**src/rtl/fifo_sync_controller.sv**
```systemverilog
// Synchronous FIFO controller: owns the write/read pointers of an external
// dual-port RAM, and produces the RAM strobes, addresses, occupancy, status
// flags, Gray-coded pointers and sticky error flags. No data passes through it.
//
// Handshake: wr_enable / rd_enable are requests. A request is accepted in the
// cycle it is presented only if the FIFO can honour it (write: not full,
// read: not empty). The acceptance is the strobe itself (mem_wr_en / mem_rd_en).
// A rejected request is dropped, not queued, and sets the matching sticky
// error flag. Read data from the RAM is valid one cycle after mem_rd_en, which
// rd_valid marks.
module fifo_sync_controller #(
    parameter int depth     = 8,
    parameter int af_margin = 2,
    parameter int ae_margin = 2
) (
    input  logic             clock,
    input  logic             reset,
    input  logic             wr_enable,
    input  logic             rd_enable,
    output logic             mem_wr_en,
    output logic [depth-1:0] mem_wr_address,
    output logic             mem_rd_en,
    output logic [depth-1:0] mem_rd_address,
    output logic             rd_valid,
    output logic             full,
    output logic             empty,
    output logic             almost_full,
    output logic             almost_empty,
    output logic [depth:0]   count,
    output logic [depth:0]   wr_gray,
    output logic [depth:0]   rd_gray,
    output logic             overflow,
    output logic             underflow
);

    localparam int             capacity   = 1 << depth;
    localparam logic [depth:0] full_level = (depth + 1)'(capacity);
    localparam logic [depth:0] af_level   = (depth + 1)'(capacity - af_margin);
    localparam logic [depth:0] ae_level   = (depth + 1)'(ae_margin);

    // Pointers carry one extra wrap bit so that full and empty are
    // distinguishable; the RAM only sees the low depth bits.
    logic [depth:0] wr_ptr;
    logic [depth:0] rd_ptr;
    logic [depth:0] count_next;

    // Accept requests only when the registered flags allow them; a write
    // into a full FIFO is refused even if a read drains an entry this cycle.
    always_comb begin
        mem_wr_en      = wr_enable & ~full;
        mem_rd_en      = rd_enable & ~empty;
        mem_wr_address = wr_ptr[depth-1:0];
        mem_rd_address = rd_ptr[depth-1:0];
    end

    // Occupancy after this edge; the flags are derived from it so they are
    // correct in the cycle that follows the causing edge.
    always_comb begin
        count_next = count
                   + {{depth{1'b0}}, mem_wr_en}
                   - {{depth{1'b0}}, mem_rd_en};
    end

    // Gray-coded views of the full-width pointers.
    always_comb begin
        wr_gray = wr_ptr ^ (wr_ptr >> 1);
        rd_gray = rd_ptr ^ (rd_ptr >> 1);
    end

    // Pointer advance on each accepted strobe.
    always_ff @(posedge clock) begin
        if (reset) begin
            wr_ptr <= '0;
            rd_ptr <= '0;
        end else begin
            if (mem_wr_en) wr_ptr <= wr_ptr + 1'b1;
            if (mem_rd_en) rd_ptr <= rd_ptr + 1'b1;
        end
    end

    // Occupancy counter and status flags, all registered from count_next.
    always_ff @(posedge clock) begin
        if (reset) begin
            count        <= '0;
            full         <= 1'b0;
            empty        <= 1'b1;
            almost_full  <= 1'b0;
            almost_empty <= 1'b1;
        end else begin
            count        <= count_next;
            full         <= (count_next == full_level);
            empty        <= (count_next == '0);
            almost_full  <= (count_next >= af_level);
            almost_empty <= (count_next <= ae_level);
        end
    end

    // RAM read data arrives one cycle after the accepted read strobe.
    always_ff @(posedge clock) begin
        if (reset) rd_valid <= 1'b0;
        else       rd_valid <= mem_rd_en;
    end

    // Sticky error flags: any refused request is remembered until reset.
    always_ff @(posedge clock) begin
        if (reset) begin
            overflow  <= 1'b0;
            underflow <= 1'b0;
        end else begin
            if (wr_enable && full)  overflow  <= 1'b1;
            if (rd_enable && empty) underflow <= 1'b1;
        end
    end

endmodule

```
**config.mk**
```make
export PLATFORM = sky130hd
export DESIGN_NAME = fifo_sync_controller
export DESIGN_NICKNAME = d
export VERILOG_FILES = /design/src/rtl/fifo_sync_controller.sv
export SDC_FILE = /design/constraint.sdc
export NUM_CORES = 1
export LEC_CHECK = 0
export CAP_MARGIN = 0
export CELL_PAD_IN_SITES_DETAIL_PLACEMENT = 0
export CELL_PAD_IN_SITES_GLOBAL_PLACEMENT = 1
export CORE_UTILIZATION = 46
export DETAILED_ROUTE_END_ITERATION = 8
export DONT_BUFFER_PORTS = 1
export PLACE_DENSITY = 0.81
export SKIP_CTS_REPAIR_TIMING = 1
export SLEW_MARGIN = 20
export SYNTH_ARGS = -nofsm -noshare
export SYNTH_HDL_FRONTEND = slang
export SYNTH_SLANG_ARGS = --single-unit
```
**constraint.sdc**
```tcl
create_clock -name clock -period 3 [get_ports clock]
set_input_delay 0.3 -clock clock [delete_from_list [all_inputs] [get_ports clock]]
set_output_delay 0.3 -clock clock [all_outputs]
set_load 0.02 [all_outputs]
```
==> impl_metrics.ini <==
[yosys]
synth_compound_area_frac = 0.136
synth_xor_area_frac = 0.103
synthCells = 199
synth_top_family_by_area = simple AND/OR/NAND/NOR gates
synthDominantCellAreaShare = 0.365
synth_nets = 227
avgSynthCellArea_um2 = 9.37
async_flop_share = 0
syn_area_mm2 = 0.00186
yosysMostFrequentCell = dfxtp_1
synthMuxAreaShare = 0.0107
ys_ff_latch = 34
synth_adder_area_share = 0.165
ys_top_cells_by_area = dfxtp_1 (37%), ha_1 (15%), xor2_1 (7.0%)
synth_edf_count = 0
yosys_warnings = 0
ys.flop_type = dfxtp_1
synth_common_cells = dfxtp_1 (34), nor2_1 (31), ha_1 (23), inv_1 (15), xor2_1 (15)
yosysTopAreaCell = dfxtp_1
ys_seq_area_frac = 0.365
synthSimpleGateAreaFrac = 0.179
ys_types = 44

[detailed_routing]
antenna_left = 0
drt_wl_total_um = 3670
wl_per_cell_um = 14.4
first_pass_iters = 4
vias = 1390
drt-initial-drc-count = 60
drc = 0
via_per_inst = 5.47

[worst_setup_path]
crit_path_start_kind = flip-flop
cp.required_ps = 3230
cp.arrival_ps = 2890
cp_slowest_stage_delay_ps = 450
slowest_stage = fa_1
crit_top_cell = ha_1
reg2reg_depth = 10
path_cells = nor2b_1, ha_1, inv_1, ha_1, fa_1, a211oi_4, o21ai_2, nand3_2, or3b_4, and4b_1
endpoint_kind = flip-flop
cp_max_fo = 6
criticalPathCategory = flip-flop to flip-flop

[cts]
clk_pin_slew_ps = 70
clockBufferDepth = 2
cts_tree = done
h-tree-depth = 2
clk_latency_ps = 290
cts_inserted_buffers = 5
clock-root-buffer = clkbuf_8
cts_sinks = 34

[timing]
hold_ws_ps = 71.7
min_period_ps = 2660
worst_slew_pin_slew_ps = 463
fin_tns_setup_ps = 0
maxSlewHeadroom = 0.684
fin_skew_ps = 4.33
setup_viol = 0
hold_violations = 0
finalCritPeriodShare = 0.886
drv_slew = 0
setup_slack_ps = 342
rsz0062_at_grt = false
max_freq_ghz = 0.376

[power_and_ir_drop]
power_leakage_uw = 0.000932
power_density_mw_per_mm2 = 1000
peakVddDrop_mv = 0.382

[final_layout]
finalNetCount = 233
syn_to_final_growth_pct = 8.86
insertedDiodeCount = 0
drive_above_1_share = 0.107
fill_cells = 352

[floorplan]
rows = 22
start_util = 0.494
fp.dieArea_mm2 = 0.00431
io_pins = 56
core_mm2 = 0.00377
die_height_um = 65.7
die_width_um = 65.7

[placed_design]
dp_slack_ps = 320
dp.final_hpwl_um = 2780
placement.io_buffers = 0
gp_congestion = 0.817

[global_route]
grt_max_degree = 33
grt_pass1_wl_um = 5720
grt_pass1_vias = 1329
track_usage = 0.179
grt_remaining_overflow = 0
antenna_found_initial = 0

[status]
outcome = completed

[min_path]
hold_depth = 1
hp-class = primary input to flip-flop

[job]
cap_violations = 0
-- per-stage QoR --
stage               cells  total power (µW)  utilization  cell area, µm²
finish                254              2040        0.538            2030
detailed placement    246              1680        0.513            1930
floorplan             199              1500            -            1860
global route          254              2170        0.538            2030
global placement      246              1660        0.513            1930
CTS                   254              2050        0.538            2030
-- worst max-delay path, delay by kind of cell (launching register included) --
| family | cells | cell delay (ps) |
|---|---|---|
| AOI/OAI and AO/OA | 2 | 460 |
| DFF | 1 | 320 |
| adders and majority gates | 3 | 850 |
| and+or+nand+nor | 4 | 930 |
| buffers and inverters | 1 | 40 |
-- report_power, final --
| part | total, µW | internal [µW] | switching (µW) |
|---|---|---|---|
| clock network | 353 | 184 | 169 |
| logic | 1040 | 441 | 602 |
| registers | 640 | 518 | 122 |
| total | 2040 | 1140 | 893 |
-- registers in the layout, summed over array words and instances, names as in the netlist --
name / count
almost_full: 1
underflow: 1
empty: 1
rd_ptr: 9
wr_ptr: 9
almost_empty: 1
rd_valid: 1
overflow: 1
count: 9
full: 1
-- final cells by class --
class,count,area (µm²),share of cell area
Tap cell,48,60.1,0.0296
Multi-Input combinational cell,145,1110,0.546
Inverter,15,56.3,0.0277
Clock inverter,2,12.5,0.00617
Clock buffer,6,82.6,0.0407
Timing Repair Buffer,4,30.0,0.0148
Sequential cell,34,681,0.335
-- placed cells by master (no fill, tap or decap), types with 2 or more instances in the layout --
cell type   n
a21o_1      2
and3_1      2
xor2_1     15
ha_1       23
buf_4       4
or2_2       2
nand4_1     3
nand3_1     6
nor2_1     31
o21ai_0     5
a21oi_1     8
nor2b_1     7
mux2i_1     2
dfxtp_1    34
xnor2_1     7
a41o_1      2
nand2_1     5
clkbuf_8    6
inv_1      15
-- logic make-up after synthesis --
group / Yosys count
xor gates and xnor gates: 22
AOI/OAI and AO/OA: 32
and+or+nand+nor: 65
DFF: 34
muxes: 2
adders and majority gates: 24
buffers and inverters: 20
-- worst paths after layout --
kind / slack (ps) / startpoint / to
worst max register to register: 340 / empty / full
worst min-delay path: 70 / reset / rd_ptr[3]
worst max-delay path: 340 / empty / full
worst min register to register: 600 / underflow / underflow
-- routing by layer --
metal	vias to the layer above	global-route usage	part of all wire
li1	700	-	-
met1	639	0.192	0.43
met2	46	0.301	0.49
met3	5	0.0747	0.067
met4	0	0.0870	0.010
met5	-	0	0
No activity file was read; power rests on OpenSTA's default activity.
